File: src/rtl/rom_pkg.sv
// Shared definitions for the ROM burst reader: default widths, FSM encoding and ROM read latency.
package rom_pkg;

  localparam int unsigned DEF_ADDR_W  = 4;
  localparam int unsigned DEF_DATA_W  = 4;
  localparam int unsigned ROM_LATENCY = 2;

  typedef enum logic [1:0] {
    StIdle  = 2'd0,
    StRead  = 2'd1,
    StDrain = 2'd2
  } state_e;

endpackage

File: src/rtl/rom_rd_fifo.sv
// Synchronous FIFO with push/pop/count/full/empty and asynchronous active-high reset.
module rom_rd_fifo #(
  parameter int unsigned WIDTH = 4,
  parameter int unsigned DEPTH = 4,
  localparam int unsigned PTR_W = $clog2(DEPTH),
  localparam int unsigned CNT_W = PTR_W + 1
) (
  input  logic             clk,
  input  logic             rst,
  input  logic             push,
  input  logic [WIDTH-1:0] wdata,
  input  logic             pop,
  output logic [WIDTH-1:0] rdata,
  output logic [CNT_W-1:0] count,
  output logic             full,
  output logic             empty
);

  logic [WIDTH-1:0] mem [DEPTH];
  logic [PTR_W-1:0] wr_ptr_q, rd_ptr_q;
  logic [CNT_W-1:0] count_q;
  logic             do_push, do_pop;

  assign full    = (count_q == CNT_W'(DEPTH));
  assign empty   = (count_q == '0);
  assign do_push = push && !full;
  assign do_pop  = pop && !empty;
  assign count   = count_q;
  assign rdata   = empty ? '0 : mem[rd_ptr_q];

  always_ff @(posedge clk) begin
    if (do_push) begin
      mem[wr_ptr_q] <= wdata;
    end
  end

  always_ff @(posedge clk or posedge rst) begin
    if (rst) begin
      wr_ptr_q <= '0;
      rd_ptr_q <= '0;
      count_q  <= '0;
    end else begin
      if (do_push) wr_ptr_q <= wr_ptr_q + 1'b1;
      if (do_pop)  rd_ptr_q <= rd_ptr_q + 1'b1;
      unique case ({do_push, do_pop})
        2'b10:   count_q <= count_q + 1'b1;
        2'b01:   count_q <= count_q - 1'b1;
        default: count_q <= count_q;
      endcase
    end
  end

endmodule

File: src/rtl/rom_burst_reader.sv
// Burst read sequencer for the registered 4x16 ROM, streaming words out through a credit-managed FIFO.
// Optional ROM_READ_CHECKSUM_EN adds an XOR checksum of the words transferred in the current burst.
module rom_burst_reader
  import rom_pkg::*;
#(
  parameter int unsigned ADDR_W     = DEF_ADDR_W,
  parameter int unsigned DATA_W     = DEF_DATA_W,
  parameter int unsigned FIFO_DEPTH = 4
) (
  input  logic              clk,
  input  logic              rst,
  input  logic              start,
  input  logic [ADDR_W-1:0] base,
  input  logic [ADDR_W:0]   len,
  output logic              busy,
  output logic              done,
  output logic              cs,
  output logic              rd,
  output logic [ADDR_W-1:0] address,
  input  logic [DATA_W-1:0] rom_data,
  output logic [DATA_W-1:0] data_out,
  output logic              data_valid,
  input  logic              data_ready
`ifdef ROM_READ_CHECKSUM_EN
  ,
  output logic [DATA_W-1:0] checksum
`endif
);

  localparam int unsigned CNT_W = $clog2(FIFO_DEPTH) + 1;
  localparam int unsigned OCC_W = CNT_W + 1;
  localparam int unsigned IF_W  = $clog2(ROM_LATENCY + 1);

  state_e            state_q, state_d;
  logic              cs_q, cs_d;
  logic [ADDR_W-1:0] addr_q, addr_d;
  logic [ADDR_W-1:0] next_q, next_d;
  logic [ADDR_W:0]   rem_q, rem_d;
  logic              len0_done_q, len0_done_d;
  logic [ROM_LATENCY-1:0] vld_q;

  logic [CNT_W-1:0]  fifo_count;
  logic              fifo_full, fifo_empty;
  logic              push, pop;
  logic [IF_W-1:0]   inflight;
  logic [OCC_W-1:0]  occupancy;
  logic              credit, issue, drain_done, start_acc;

  // vld_q[i] marks a read issued i+1 edges ago; the last stage lines up with valid rom_data.
  assign push = vld_q[ROM_LATENCY-1];
  assign pop  = data_valid && data_ready;

  always_comb begin
    inflight = '0;
    for (int i = 0; i < int'(ROM_LATENCY); i++) begin
      inflight = inflight + IF_W'(vld_q[i]);
    end
  end

  // Reserve a FIFO slot for every read still travelling through the ROM pipeline.
  assign occupancy = OCC_W'(fifo_count) + OCC_W'(inflight);
  assign credit    = occupancy < OCC_W'(FIFO_DEPTH);

  always_comb begin
    state_d     = state_q;
    cs_d        = 1'b0;
    addr_d      = addr_q;
    next_d      = next_q;
    rem_d       = rem_q;
    len0_done_d = 1'b0;
    issue       = 1'b0;
    drain_done  = 1'b0;
    start_acc   = 1'b0;
    unique case (state_q)
      StIdle: begin
        if (start) begin
          start_acc = 1'b1;
          if (len != '0) begin
            state_d = StRead;
            next_d  = base;
            rem_d   = len;
          end else begin
            len0_done_d = 1'b1;
          end
        end
      end
      StRead: begin
        if (credit) begin
          issue  = 1'b1;
          cs_d   = 1'b1;
          addr_d = next_q;
          next_d = next_q + 1'b1;
          rem_d  = rem_q - 1'b1;
          if (rem_q == (ADDR_W + 1)'(1)) state_d = StDrain;
        end
      end
      StDrain: begin
        if (inflight == '0 && fifo_count == CNT_W'(1) && pop) begin
          drain_done = 1'b1;
          state_d    = StIdle;
        end
      end
      default: state_d = StIdle;
    endcase
  end

  always_ff @(posedge clk or posedge rst) begin
    if (rst) begin
      state_q     <= StIdle;
      cs_q        <= 1'b0;
      addr_q      <= '0;
      next_q      <= '0;
      rem_q       <= '0;
      len0_done_q <= 1'b0;
      vld_q       <= '0;
    end else begin
      state_q     <= state_d;
      cs_q        <= cs_d;
      addr_q      <= addr_d;
      next_q      <= next_d;
      rem_q       <= rem_d;
      len0_done_q <= len0_done_d;
      vld_q       <= {vld_q[ROM_LATENCY-2:0], issue};
    end
  end

  rom_rd_fifo #(
    .WIDTH (DATA_W),
    .DEPTH (FIFO_DEPTH)
  ) u_fifo (
    .clk   (clk),
    .rst   (rst),
    .push  (push),
    .wdata (rom_data),
    .pop   (pop),
    .rdata (data_out),
    .count (fifo_count),
    .full  (fifo_full),
    .empty (fifo_empty)
  );

  assign cs         = cs_q;
  assign rd         = cs_q;
  assign address    = addr_q;
  assign busy       = (state_q != StIdle);
  assign done       = len0_done_q || drain_done;
  assign data_valid = !fifo_empty;

`ifdef ROM_READ_CHECKSUM_EN
  logic [DATA_W-1:0] csum_q;

  always_ff @(posedge clk or posedge rst) begin
    if (rst) begin
      csum_q <= '0;
    end else if (start_acc) begin
      csum_q <= '0;
    end else if (pop) begin
      csum_q <= csum_q ^ data_out;
    end
  end

  assign checksum = csum_q;
`endif

endmodule

File: config.mk
export PLATFORM = sky130hd
export DESIGN_NAME = rom_burst_reader
export DESIGN_NICKNAME = d
export VERILOG_FILES = /design/src/rtl/rom_pkg.sv /design/src/rtl/rom_rd_fifo.sv /design/src/rtl/rom_burst_reader.sv
export SDC_FILE = /design/constraint.sdc
export NUM_CORES = 1
export LEC_CHECK = 0
export BUFFER_PORTS_ARGS = -buffer_cell sky130_fd_sc_hd__buf_4
export CORE_ASPECT_RATIO = 1.75
export CORE_UTILIZATION = 45
export CTS_BUF_LIST = sky130_fd_sc_hd__clkbuf_2
export DETAILED_ROUTE_END_ITERATION = 16
export PLACE_DENSITY = 0.74
export RECOVER_POWER = 100
export REMOVE_ABC_BUFFERS = 1
export SETUP_SLACK_MARGIN = 0.15
export SYNTH_ARGS = -nofsm -noshare
export SYNTH_HDL_FRONTEND = slang
export SYNTH_HIERARCHICAL = 1
export SYNTH_SLANG_ARGS = --single-unit
File: constraint.sdc
create_clock -name clk -period 3 [get_ports clk]
set_input_delay 0.6 -clock clk [delete_from_list [all_inputs] [get_ports clk]]
set_output_delay 0.6 -clock clk [all_outputs]
set_load 0.01 [all_outputs]
==> results of run 1 <==
==> metal layers <==
metal / track usage (%) / part of all wire (%) / wire (um)
met3: 4.433 / 4.4 / 169
met5: 0 / 0 / 0
met2: 31.38 / 57 / 2184
met4: 9.430 / 1.9 / 72
met1: 17.63 / 37 / 1424
==> cell usage after synthesis (all sizes together) <==
master | n | area, um^2
or3 | 2 | 17.52
xor2 | 3 | 26.28
a21o | 2 | 30.03
nor3b | 3 | 32.53
o21ai | 6 | 30.03
a21oi | 8 | 43.79
buf | 6 | 45.04
edfxtp | 16 | 480.5
a22oi | 2 | 15.01
or2 | 1 | 6.260
nand3 | 3 | 15.01
mux2 | 5 | 56.30
dfrtp | 25 | 625.6
mux4 | 4 | 90.09
fa | 1 | 20.02
xnor2 | 3 | 26.28
and2b | 1 | 7.510
mux2i | 3 | 30.03
nor4 | 1 | 21.27
nand2 | 9 | 36.29
inv | 16 | 60.06
nor4bb | 1 | 10.01
ha | 11 | 137.6
nor2 | 9 | 36.29
a31oi | 3 | 18.77
a311oi | 1 | 26.28
o22ai | 4 | 25.02
nand2b | 2 | 12.51
a211oi | 1 | 7.510
and2 | 10 | 65.06
o31ai | 4 | 30.03
nor2b | 3 | 21.27
nand4b | 1 | 8.760
a41o | 1 | 10.01
==> power breakdown <==
group / switching, uW / internal (uW) / total, uW
registers: 189 / 790 / 980
logic: 579 / 522 / 1100
clock network: 170 / 51.2 / 221
==> metrics by stage <==
stage | utilization [%] | power, uW
after CTS | 53.49 | 2436
after floorplan | - | 1835
after global routing | 51.20 | 2504
after global placement | 52.65 | 2180
after detailed placement | 52.65 | 2204
final | 51.20 | 2302
==> cells by family after synthesis <==
family          after synthesis  synth area share [%]
buf+inv                      22                 4.947
simple gates                 46                 13.66
flops                        41                 52.06
mux                          12                 8.304
xor+xnor                      6                 2.474
compound gates               32                 11.13
fa+ha+maj                    12                 7.420
==> area by class of cell <==
type / count / area share (%)
Sequential cell: 41 / 48.17
Multi-Input combinational cell: 108 / 37.44
Timing Repair Buffer: 29 / 7.357
Tap cell: 51 / 2.779
Inverter: 16 / 2.616
Clock buffer: 5 / 1.090
Clock inverter: 3 / 0.5450
==> worst min-delay path by stage <==
stage               startpoint                  to  cells past startpoint
floorplan                  rst     u_fifo/count[0]                      1
global placement      vld_q[0]            vld_q[1]                      0
detailed placement    vld_q[0]            vld_q[1]                      0
CTS                        rst  u_fifo/rd_ptr_q[1]                      2
global route               rst     u_fifo/count[0]                      2
finish                     rst  u_fifo/wr_ptr_q[0]                      2
==> sequential cells by signal, indices dropped and copies added, names as in the netlist <==
signal,count
vld_q,2
next_q,4
address,4
state_q,2
u_fifo/count,3
u_fifo/wr_ptr_q,2
len0_done_q,1
u_fifo/rd_ptr_q,2
u_fifo/mem,16
rem_q,5
==> metrics.txt, run 1 <==
# TYPE chip_impl_metric gauge
chip_impl_metric{name="rr_worst_depth",unit=""} 6
chip_impl_metric{name="critical-path-max-stage-delay",unit="ps"} 630
chip_impl_metric{name="insertedDiodeCount",unit=""} 0
chip_impl_metric{name="portBuffers",unit=""} 29
chip_impl_metric{name="max_slew_margin",unit="%"} 53.39
chip_impl_metric{name="syn_area",unit="um^2"} 2125
chip_impl_metric{name="detailedRoute.firstPassIterationCount",unit=""} 4
chip_impl_metric{name="max-clock-path-buffers",unit=""} 2
chip_impl_info{name="outcome",value="complete, no violations"} 1
chip_impl_metric{name="cts_hold_repair.buffers",unit=""} 0
chip_impl_metric{name="worst_hold_slack",unit="ps"} 140.6
chip_impl_info{name="cpLargestDelayFamily",value="compound AO/OA/AOI/OAI gates"} 1
chip_impl_info{name="timing.rr.end",value="rem_q[1]"} 1
chip_impl_metric{name="final.setup_skew",unit="ps"} 19.28
chip_impl_metric{name="synth-seq-cells",unit=""} 41
chip_impl_metric{name="maxSlewViolCount",unit=""} 0
chip_impl_metric{name="antenna_found_initial",unit=""} 0
chip_impl_metric{name="postLayoutCellArea",unit="um^2"} 2296
chip_impl_metric{name="synth.yosys.seq_area_share",unit="%"} 52.06
chip_impl_info{name="crit_top_cell",value="sky130_fd_sc_hd__ha_1"} 1
chip_impl_metric{name="fin_cells",unit=""} 253
chip_impl_info{name="clockRootBuffer",value="sky130_fd_sc_hd__clkbuf_2"} 1
chip_impl_metric{name="routed_via_density",unit=""} 5.534
chip_impl_info{name="worstSetupStartpointType",value="flip-flop"} 1
chip_impl_info{name="cpMaxStageDelayCell",value="sky130_fd_sc_hd__a311oi_1"} 1
chip_impl_metric{name="fraction_of_final_layout_cells_sized_beyond_drive_strength_1",unit="%"} 17.82
chip_impl_metric{name="die_x",unit="um"} 53.94
chip_impl_metric{name="number_of_sinks_on_the_clock_net",unit=""} 41
chip_impl_metric{name="die_height",unit="um"} 92.90
chip_impl_metric{name="mean_cell_area_of_the_mapped_netlist",unit="um^2"} 12.42
chip_impl_metric{name="area.growth.synth_to_final",unit="%"} 8.068
chip_impl_metric{name="seqCellArea",unit="um^2"} 1106
chip_impl_metric{name="clock.fmax",unit="MHz"} 381.9
chip_impl_metric{name="timing.reg2reg.setup_slack",unit="ps"} 380
chip_impl_metric{name="timing.setup.tns",unit="ps"} 0
chip_impl_metric{name="period_needed",unit="ps"} 2619
chip_impl_metric{name="critical_path_peak_fanout",unit=""} 6
chip_impl_metric{name="fillerInstances",unit=""} 429
chip_impl_info{name="critical_path.cell_chain",value="ha_1 > ha_1 > a311oi_1 > a21oi_1 > nor2_1 > mux2i_1"} 1
chip_impl_metric{name="worst_skew_pair.late_latency",unit="ps"} 380
chip_impl_metric{name="placedInstanceArea",unit="um^2"} 2361
chip_impl_metric{name="post_drt_wl_per_cell",unit="um"} 15.22
chip_impl_metric{name="floorplan.initialDensity",unit="%"} 47.38
chip_impl_metric{name="globalRoute.totalOverflow",unit=""} 0
chip_impl_metric{name="routed-via-count",unit=""} 1400
chip_impl_metric{name="detailed_route_drc_error_count",unit=""} 0
chip_impl_metric{name="detailedRoute.firstIterationViolations",unit=""} 26
chip_impl_metric{name="cap_viol_max_count",unit=""} 0
chip_impl_metric{name="yosys_warnings",unit=""} 6
chip_impl_metric{name="nets",unit=""} 230
chip_impl_metric{name="vias_in_the_first_global_route",unit=""} 1406
chip_impl_metric{name="drt.antenna.violating_nets",unit=""} 0
chip_impl_metric{name="cp.required",unit="ps"} 3330
chip_impl_info{name="hp-class",value="in2async"} 1
chip_impl_metric{name="dpl_worst_slack",unit="ps"} 690.0
chip_impl_metric{name="synth.lib_cells_used.distinct",unit=""} 43
chip_impl_metric{name="cts-resized-gates",unit=""} 0
chip_impl_info{name="cp_endpoint_kind",value="flip-flop"} 1
chip_impl_metric{name="synthCells",unit=""} 171
chip_impl_metric{name="irDropWorstVdd",unit="mV"} 0.6217
chip_impl_info{name="rsz0062_at_grt",value="no"} 1
chip_impl_metric{name="place_hpwl",unit="um"} 2918
chip_impl_metric{name="global_route.usage.total",unit="%"} 17.70
chip_impl_metric{name="grt_first_pass_wirelength",unit="um"} 6223
chip_impl_metric{name="core-area",unit="um^2"} 4484
chip_impl_metric{name="dpl.cell_count",unit=""} 245
chip_impl_metric{name="cp_data_arrival_time",unit="ps"} 2950
chip_impl_metric{name="row_count",unit=""} 32
chip_impl_metric{name="timing_worst_slew_pin_value",unit="ps"} 694.5
chip_impl_metric{name="multi_input_area",unit="um^2"} 859.6
chip_impl_metric{name="largest_net_degree_at_the_start_of_global_routing",unit=""} 19
chip_impl_info{name="timing_startpoint_of_the_critical_path",value="vld_q[0]"} 1
chip_impl_info{name="crit_path_kind",value="reg2reg"} 1
chip_impl_metric{name="power_per_cell_area",unit="nW/um^2"} 1003
chip_impl_metric{name="cts.reportedPaths.clkPinSlew",unit="ps"} 200
chip_impl_metric{name="hold_viol_final",unit=""} 0
chip_impl_metric{name="post-cts-setup-buffers",unit=""} 0
chip_impl_metric{name="critical_path_depth_in_cells",unit=""} 6
chip_impl_metric{name="tritoncts.num_buffers",unit=""} 5
chip_impl_info{name="layout.cells.most_common_list",value="sky130_fd_sc_hd__dfrtp_1, sky130_fd_sc_hd__inv_1, sky130_fd_sc_hd__edfxtp_1"} 1
chip_impl_metric{name="die-area",unit="um^2"} 5011
chip_impl_metric{name="crit_buf_inv",unit=""} 0
chip_impl_info{name="layout.cells.most_common",value="sky130_fd_sc_hd__dfrtp_1"} 1
chip_impl_info{name="crit_path_end",value="rem_q[1]"} 1
chip_impl_metric{name="pin_count",unit=""} 30
chip_impl_metric{name="report.final.setup_viol",unit=""} 0
chip_impl_metric{name="gpl.final_weighted_congestion",unit=""} 0.7984
chip_impl_info{name="cts_tree",value="done"} 1
chip_impl_metric{name="cts.htree.levels",unit=""} 2
chip_impl_metric{name="setup_ws",unit="ps"} 381.2
chip_impl_metric{name="leakage",unit="uW"} 0.0009937
chip_impl_metric{name="fraction_of_the_cycle_the_final_worst_path_needs",unit="%"} 87.29
chip_impl_info{name="reg2reg_from",value="vld_q[0]"} 1
chip_impl_metric{name="wl",unit="um"} 3851
Power figures use the tool's default switching activity.
==> run 2: changes to the inputs <==
Settings changed: CORE_ASPECT_RATIO 1.75 to 2, CTS_BUF_LIST sky130_fd_sc_hd__clkbuf_2 to not set.
==> metrics.txt, run 2 (synthesis gave the netlist of run 1 again) <==
# TYPE chip_impl_metric gauge
chip_impl_metric{name="clock_network_fraction_of_total_power",unit="%"} 15.4
chip_impl_metric{name="fraction_of_final_layout_cells_sized_beyond_drive_strength_1",unit="%"} 18.32
chip_impl_info{name="cts_tree",value="done"} 1
chip_impl_metric{name="post_drt_wl_per_cell",unit="um"} 15.37
chip_impl_metric{name="row_count",unit=""} 35
chip_impl_info{name="crit_top_cell",value="sky130_fd_sc_hd__ha_1"} 1
chip_impl_metric{name="detailedRoute.firstIterationViolations",unit=""} 29
chip_impl_metric{name="critical_path_peak_fanout",unit=""} 6
chip_impl_metric{name="area.growth.synth_to_final",unit="%"} 10.78
chip_impl_info{name="clockRootBuffer",value="sky130_fd_sc_hd__clkbuf_8"} 1
chip_impl_metric{name="antenna_found_initial",unit=""} 0
chip_impl_info{name="layout.cells.most_common",value="sky130_fd_sc_hd__dfrtp_1"} 1
chip_impl_metric{name="pin_count",unit=""} 30
chip_impl_metric{name="fin_cells",unit=""} 257
chip_impl_metric{name="cts.reportedPaths.clkPinSlew",unit="ps"} 90
chip_impl_metric{name="portBuffers",unit=""} 29
chip_impl_metric{name="place_hpwl",unit="um"} 3124
chip_impl_info{name="rsz0062_at_grt",value="no"} 1
chip_impl_metric{name="global_route.usage.total",unit="%"} 18.59
chip_impl_metric{name="die-area",unit="um^2"} 5017
chip_impl_metric{name="routed_via_density",unit=""} 5.346
chip_impl_metric{name="leakage",unit="uW"} 0.001008
chip_impl_metric{name="report.final.setup_viol",unit=""} 0
chip_impl_metric{name="die_x",unit="um"} 50.59
chip_impl_metric{name="clock.fmax",unit="MHz"} 396.7
chip_impl_info{name="cp_endpoint_kind",value="flip-flop"} 1
chip_impl_metric{name="post-cts-setup-buffers",unit=""} 0
chip_impl_metric{name="setup_ws",unit="ps"} 479.0
chip_impl_metric{name="max_slew_margin",unit="%"} 51.78
chip_impl_metric{name="timing.setup.tns",unit="ps"} 0
chip_impl_metric{name="fraction_of_the_cycle_the_final_worst_path_needs",unit="%"} 84.03
chip_impl_metric{name="dpl_worst_slack",unit="ps"} 689.8
chip_impl_metric{name="cts.htree.levels",unit=""} 2
chip_impl_metric{name="detailed_route_drc_error_count",unit=""} 0
chip_impl_metric{name="drt.antenna.violating_nets",unit=""} 0
chip_impl_info{name="cpLargestDelayFamily",value="compound AO/OA/AOI/OAI gates"} 1
chip_impl_metric{name="vias_in_the_first_global_route",unit=""} 1505
chip_impl_info{name="outcome",value="complete, no violations"} 1
chip_impl_metric{name="number_of_sinks_on_the_clock_net",unit=""} 41
chip_impl_metric{name="globalRoute.totalOverflow",unit=""} 0
chip_impl_metric{name="nets",unit=""} 230
chip_impl_metric{name="cap_viol_max_count",unit=""} 0
chip_impl_metric{name="grt_first_pass_wirelength",unit="um"} 6817
chip_impl_metric{name="maxSlewViolCount",unit=""} 0
chip_impl_info{name="crit_path_kind",value="reg2reg"} 1
chip_impl_info{name="worstSetupStartpointType",value="flip-flop"} 1
chip_impl_metric{name="hold_viol_final",unit=""} 0
chip_impl_metric{name="wl",unit="um"} 3951
chip_impl_metric{name="insertedDiodeCount",unit=""} 0
chip_impl_metric{name="floorplan.initialDensity",unit="%"} 46.65
chip_impl_metric{name="power.net_switching",unit="uW"} 978.3
chip_impl_metric{name="power_switching_share",unit="%"} 39.80
chip_impl_metric{name="cts_hold_repair.buffers",unit=""} 0
chip_impl_metric{name="period_needed",unit="ps"} 2521
chip_impl_info{name="top_regs",value="u_fifo/mem x16, rem_q x5"} 1
chip_impl_metric{name="tritoncts.num_buffers",unit=""} 5
chip_impl_metric{name="cp_data_arrival_time",unit="ps"} 2750
chip_impl_metric{name="postLayoutCellArea",unit="um^2"} 2354
chip_impl_metric{name="final.setup_skew",unit="ps"} 8.585
chip_impl_metric{name="internal_dissipation",unit="uW"} 1480
chip_impl_metric{name="placedInstanceArea",unit="um^2"} 2366
chip_impl_metric{name="worst_skew_pair.late_latency",unit="ps"} 300
chip_impl_info{name="layout.cells.most_common_list",value="sky130_fd_sc_hd__dfrtp_1, sky130_fd_sc_hd__inv_1, sky130_fd_sc_hd__edfxtp_1"} 1
chip_impl_info{name="hp-class",value="in2async"} 1
chip_impl_metric{name="power_per_cell_area",unit="nW/um^2"} 1044
chip_impl_metric{name="proportion_of_power_drawn_by_flip_flops_and_latches",unit="%"} 39.8
chip_impl_metric{name="dpl.cell_count",unit=""} 249
chip_impl_metric{name="largest_net_degree_at_the_start_of_global_routing",unit=""} 19
chip_impl_metric{name="critical-path-max-stage-delay",unit="ps"} 610
chip_impl_metric{name="core-area",unit="um^2"} 4554
chip_impl_metric{name="cts-resized-gates",unit=""} 0
chip_impl_info{name="critical_path.cell_chain",value="ha_1 > ha_1 > a311oi_1 > a21oi_1 > nor2_1 > mux2i_1"} 1
chip_impl_metric{name="die_height",unit="um"} 99.17
chip_impl_metric{name="timing_worst_slew_pin_value",unit="ps"} 722.5
chip_impl_metric{name="cp.required",unit="ps"} 3230
chip_impl_metric{name="combPwrFrac",unit="%"} 44.8
chip_impl_info{name="largest_register",value="u_fifo/mem"} 1
chip_impl_metric{name="detailedRoute.firstPassIterationCount",unit=""} 4
chip_impl_metric{name="gpl.final_weighted_congestion",unit=""} 0.7547
chip_impl_metric{name="crit_buf_inv",unit=""} 0
chip_impl_info{name="cpMaxStageDelayCell",value="sky130_fd_sc_hd__a311oi_1"} 1
chip_impl_metric{name="largest_register_ffs",unit=""} 16
chip_impl_metric{name="routed-via-count",unit=""} 1374
chip_impl_metric{name="irDropWorstVdd",unit="mV"} 0.5243
chip_impl_metric{name="max-clock-path-buffers",unit=""} 2
[run 2: changes by cell type in the layout (fill, tap and decap cells not counted)]
cell,before,now
sky130_fd_sc_hd__clkinvlp_4,0,1
sky130_fd_sc_hd__inv_6,0,2
sky130_fd_sc_hd__clkbuf_8,0,5
sky130_fd_sc_hd__clkinv_2,1,0
sky130_fd_sc_hd__buf_4,15,14
sky130_fd_sc_hd__clkinv_1,2,0
sky130_fd_sc_hd__clkbuf_2,5,0
sky130_fd_sc_hd__and2_1,1,2
sky130_fd_sc_hd__and2_0,9,8
sky130_fd_sc_hd__clkbuf_1,13,14
[run 2: per-stage QoR]
stage / hold slack [ps] / util, % / power [uW]
finish: 246.5 / 51.68 / 2458
global route: 254.3 / 51.68 / 2664
CTS: 244.9 / 54.01 / 2619
detailed placement: 469.8 / 51.95 / 2228
global placement: 458.9 / 51.95 / 2186
floorplan: 403.4 / - / 1835
[run 2: worst paths after layout]
path	slack [ps]	start	endpoint	cells past startpoint
min in group clk	480	vld_q[0]	vld_q[1]	0
worst max-delay path	480	vld_q[0]	rem_q[1]	6
max in group asynchronous	2120	rst	len0_done_q	2
worst min register to register	480	vld_q[0]	vld_q[1]	0
worst min-delay path	250	rst	u_fifo/wr_ptr_q[0]	2
worst max register to register	480	vld_q[0]	rem_q[1]	6
[run 2: layout make-up]
| class | count | area [um^2] |
|---|---|---|
| well taps | 55 | 68.82 |
| flip-flops and latches | 41 | 1106 |
| repair buffers | 29 | 165.2 |
| multi-input cells | 108 | 859.6 |
| inverters | 16 | 60.06 |
| fillers | 446 | 2201 |
| clock buffers | 5 | 68.82 |
| clock inverters | 3 | 25.02 |
[run 2: worst reg2reg max path: stages, from the launching register on]
cell                       delay, ps
sky130_fd_sc_hd__dfrtp_1         440
sky130_fd_sc_hd__ha_1            220
sky130_fd_sc_hd__ha_1            270
sky130_fd_sc_hd__a311oi_1        610
sky130_fd_sc_hd__a21oi_1         330
sky130_fd_sc_hd__nor2_1          370
sky130_fd_sc_hd__mux2i_1         210
[run 2: power by group through the flow]
stage	registers (uW)	clock network (uW)	logic, uW
after floorplan	971	0	864
after global placement	1000	0	1190
after detailed placement	1010	0	1220
after CTS	1000	390	1230
after global routing	1020	414	1230
final	978	379	1100
[run 2: routing by layer]
metal	share of wire, %	global-route usage [%]
met3	2.6	3.058
met1	34	17.74
met2	62	36.82
met5	0	0
met4	1.8	7.692
==> run 3: changes to the inputs <==
Settings changed: ABC_AREA set to 1, PLACE_DENSITY 0.74 to 0.76.
Clock period 3 ns to 2.2 ns, I/O delays scaled along.
==> metrics.txt, run 3 <==
# TYPE chip_impl_metric gauge
chip_impl_info{name="layout.cells.most_common",value="sky130_fd_sc_hd__nand2_1"} 1
chip_impl_metric{name="cts.htree.levels",unit=""} 2
chip_impl_metric{name="period_needed",unit="ps"} 2035
chip_impl_metric{name="dpl_worst_slack",unit="ps"} 115.4
chip_impl_metric{name="floorplan.initialDensity",unit="%"} 46.92
chip_impl_metric{name="gpl.final_weighted_congestion",unit=""} 0.8573
chip_impl_metric{name="core-area",unit="um^2"} 4910
chip_impl_info{name="cpLargestDelayFamily",value="simple AND/OR/NAND/NOR gates"} 1
chip_impl_metric{name="die-area",unit="um^2"} 5426
chip_impl_metric{name="cp_data_arrival_time",unit="ps"} 2220
chip_impl_metric{name="area.growth.synth_to_final",unit="%"} 14.67
chip_impl_metric{name="final.setup_skew",unit="ps"} 8.831
chip_impl_info{name="critical_path.cell_chain",value="clkbuf_1 > nand3_1 > nand2_1 > ha_1 > inv_1 > fa_1 > nand2_1 > nand3_1 > nand2_1 > nand2_1"} 1
chip_impl_metric{name="critical_path_peak_fanout",unit=""} 7
chip_impl_metric{name="fraction_of_final_layout_cells_sized_beyond_drive_strength_1",unit="%"} 19.02
chip_impl_metric{name="irDropWorstVdd",unit="mV"} 0.8026
chip_impl_info{name="layout.cells.most_common_list",value="sky130_fd_sc_hd__nand2_1, sky130_fd_sc_hd__inv_1, sky130_fd_sc_hd__nand3_1, sky130_fd_sc_hd__dfrtp_1, sky130_fd_sc_hd__buf_4"} 1
chip_impl_metric{name="maxSlewViolCount",unit=""} 0
chip_impl_info{name="rsz0062_at_grt",value="yes"} 1
chip_impl_metric{name="detailed_route_drc_error_count",unit=""} 0
chip_impl_metric{name="pin_count",unit=""} 30
chip_impl_metric{name="grt_first_pass_wirelength",unit="um"} 7238
chip_impl_metric{name="yosys_warnings",unit=""} 6
chip_impl_metric{name="number_of_sinks_on_the_clock_net",unit=""} 41
chip_impl_metric{name="finalCoreUtilization",unit="%"} 53.80
chip_impl_metric{name="portBuffers",unit=""} 29
chip_impl_metric{name="detailedRoute.firstPassIterationCount",unit=""} 4
chip_impl_metric{name="routed_via_density",unit=""} 4.920
chip_impl_metric{name="tritoncts.num_buffers",unit=""} 5
chip_impl_metric{name="cp.required",unit="ps"} 2390
chip_impl_metric{name="place_hpwl",unit="um"} 3396
chip_impl_metric{name="timing.setup.tns",unit="ps"} 0
chip_impl_metric{name="die_x",unit="um"} 52.59
chip_impl_info{name="hp-class",value="in2async"} 1
chip_impl_metric{name="row_count",unit=""} 36
chip_impl_metric{name="setup_ws",unit="ps"} 165.3
chip_impl_metric{name="insertedDiodeCount",unit=""} 0
chip_impl_metric{name="antenna_found_initial",unit=""} 0
chip_impl_metric{name="crit_buf_inv",unit=""} 2
chip_impl_info{name="top_regs",value="u_fifo/mem x16, rem_q x5"} 1
chip_impl_metric{name="internal_dissipation",unit="uW"} 2152
chip_impl_info{name="largest_register",value="u_fifo/mem"} 1
chip_impl_metric{name="largest_net_degree_at_the_start_of_global_routing",unit=""} 19
chip_impl_info{name="worstSetupStartpointType",value="flip-flop"} 1
chip_impl_metric{name="syn_area",unit="um^2"} 2303
chip_impl_metric{name="largest_register_ffs",unit=""} 16
chip_impl_metric{name="clock.fmax",unit="MHz"} 491.5
chip_impl_metric{name="worst_skew_pair.late_latency",unit="ps"} 300
chip_impl_metric{name="global_route.usage.total",unit="%"} 18.77
chip_impl_metric{name="power_per_cell_area",unit="nW/um^2"} 1460
chip_impl_metric{name="max-clock-path-buffers",unit=""} 2
chip_impl_metric{name="power.net_switching",unit="uW"} 1705
chip_impl_metric{name="proportion_of_power_drawn_by_flip_flops_and_latches",unit="%"} 33.3
chip_impl_metric{name="detailedRoute.firstIterationViolations",unit=""} 21
chip_impl_metric{name="critical-path-max-stage-delay",unit="ps"} 410
chip_impl_info{name="clockRootBuffer",value="sky130_fd_sc_hd__clkbuf_8"} 1
chip_impl_metric{name="wl",unit="um"} 4353
chip_impl_metric{name="leakage",unit="uW"} 0.001335
chip_impl_metric{name="vias_in_the_first_global_route",unit=""} 1730
chip_impl_metric{name="timing_worst_slew_pin_value",unit="ps"} 714.8
chip_impl_metric{name="drt.antenna.violating_nets",unit=""} 0
chip_impl_metric{name="cts.reportedPaths.clkPinSlew",unit="ps"} 80
chip_impl_metric{name="synthCells",unit=""} 269
chip_impl_metric{name="die_height",unit="um"} 103.2
chip_impl_info{name="cp_endpoint_kind",value="flip-flop"} 1
chip_impl_metric{name="power_switching_share",unit="%"} 44.21
chip_impl_info{name="cts_tree",value="done"} 1
chip_impl_metric{name="fraction_of_the_cycle_the_final_worst_path_needs",unit="%"} 92.48
chip_impl_metric{name="clock_network_fraction_of_total_power",unit="%"} 15.8
chip_impl_info{name="cpMaxStageDelayCell",value="sky130_fd_sc_hd__fa_1"} 1
chip_impl_metric{name="worst_hold_slack",unit="ps"} 89.20
chip_impl_metric{name="cts_hold_repair.buffers",unit=""} 0
chip_impl_metric{name="combPwrFrac",unit="%"} 50.9
chip_impl_metric{name="max_slew_margin",unit="%"} 52.29
chip_impl_metric{name="hold_viol_final",unit=""} 0
chip_impl_metric{name="nets",unit=""} 333
chip_impl_metric{name="post_drt_wl_per_cell",unit="um"} 12.02
chip_impl_info{name="outcome",value="complete, no violations"} 1
chip_impl_metric{name="routed-via-count",unit=""} 1781
chip_impl_info{name="crit_top_cell",value="sky130_fd_sc_hd__nand2_1"} 1
chip_impl_metric{name="report.power.total",unit="uW"} 3857
chip_impl_info{name="crit_path_kind",value="reg2reg"} 1
chip_impl_metric{name="mean_cell_area_of_the_mapped_netlist",unit="um^2"} 8.563
chip_impl_metric{name="globalRoute.totalOverflow",unit=""} 0
chip_impl_metric{name="report.final.setup_viol",unit=""} 0
chip_impl_metric{name="cap_viol_max_count",unit=""} 0
## run 3: cell type report
class	count	area, um^2
repair buffers	33	206.4
clock buffers	5	68.82
inverters	58	217.7
fillers	475	2268
clock inverters	3	46.29
well taps	57	71.32
flip-flops and latches	41	1109
multi-input cells	165	922.1
## run 3: path summary, 6_finish.rpt
check	from	endpoint	slack, ps	depth (start not counted)
worst max-delay path	u_fifo/count[2]	u_fifo/count[2]	170	10
worst min-delay path	rst	u_fifo/count[1]	90	2
worst max register to register	u_fifo/count[2]	u_fifo/count[2]	170	10
worst min register to register	vld_q[0]	vld_q[1]	490	0
max in group asynchronous	rst	address[3]	1470	2
min in group clk	start	len0_done_q	400	3
## run 3: power groups by stage
| stage | Clock, uW | Sequential [uW] | Combinational (uW) |
|---|---|---|---|
| floorplan | 0 | 1290 | 1410 |
| global placement | 0 | 1310 | 1900 |
| detailed placement | 0 | 1320 | 1960 |
| CTS | 626 | 1300 | 2020 |
| global route | 644 | 1320 | 2230 |
| finish | 611 | 1280 | 1960 |
## run 3: metal layers
| layer | up-vias | wire length (um) | track usage (%) | share of wire (%) |
|---|---|---|---|---|
| met5 | - | 0 | 0 | 0 |
| met4 | 0 | 141 | 12.96 | 3.2 |
| met3 | 13 | 98 | 2.778 | 2.3 |
| met2 | 37 | 2617 | 36.61 | 60 |
| met1 | 829 | 1495 | 16.17 | 34 |
| li1 | 902 | - | - | - |
## run 3: stage by stage
step,std cells,instance area (um^2)
finish,362,2641
CTS,360,2675
detailed placement,350,2540
global placement,350,2540
global route,362,2641
floorplan,264,2251
## run 3: worst reg2reg max path: stages, from the launching register on
cell,delay (ps)
sky130_fd_sc_hd__dfrtp_2,380
sky130_fd_sc_hd__clkbuf_1,170
sky130_fd_sc_hd__nand3_1,150
sky130_fd_sc_hd__nand2_1,230
sky130_fd_sc_hd__ha_1,210
sky130_fd_sc_hd__inv_1,70
sky130_fd_sc_hd__fa_1,410
sky130_fd_sc_hd__nand2_1,110
sky130_fd_sc_hd__nand3_1,80
sky130_fd_sc_hd__nand2_1,60
sky130_fd_sc_hd__nand2_1,50
## run 3: repair_timing
| item | in CTS | in global routing |
|---|---|---|
| gates resized for setup | 3 | 2 |
| setup endpoints to repair | 3 | 2 |
| gates cloned | 0 | 0 |
| setup buffers | 2 | 2 |
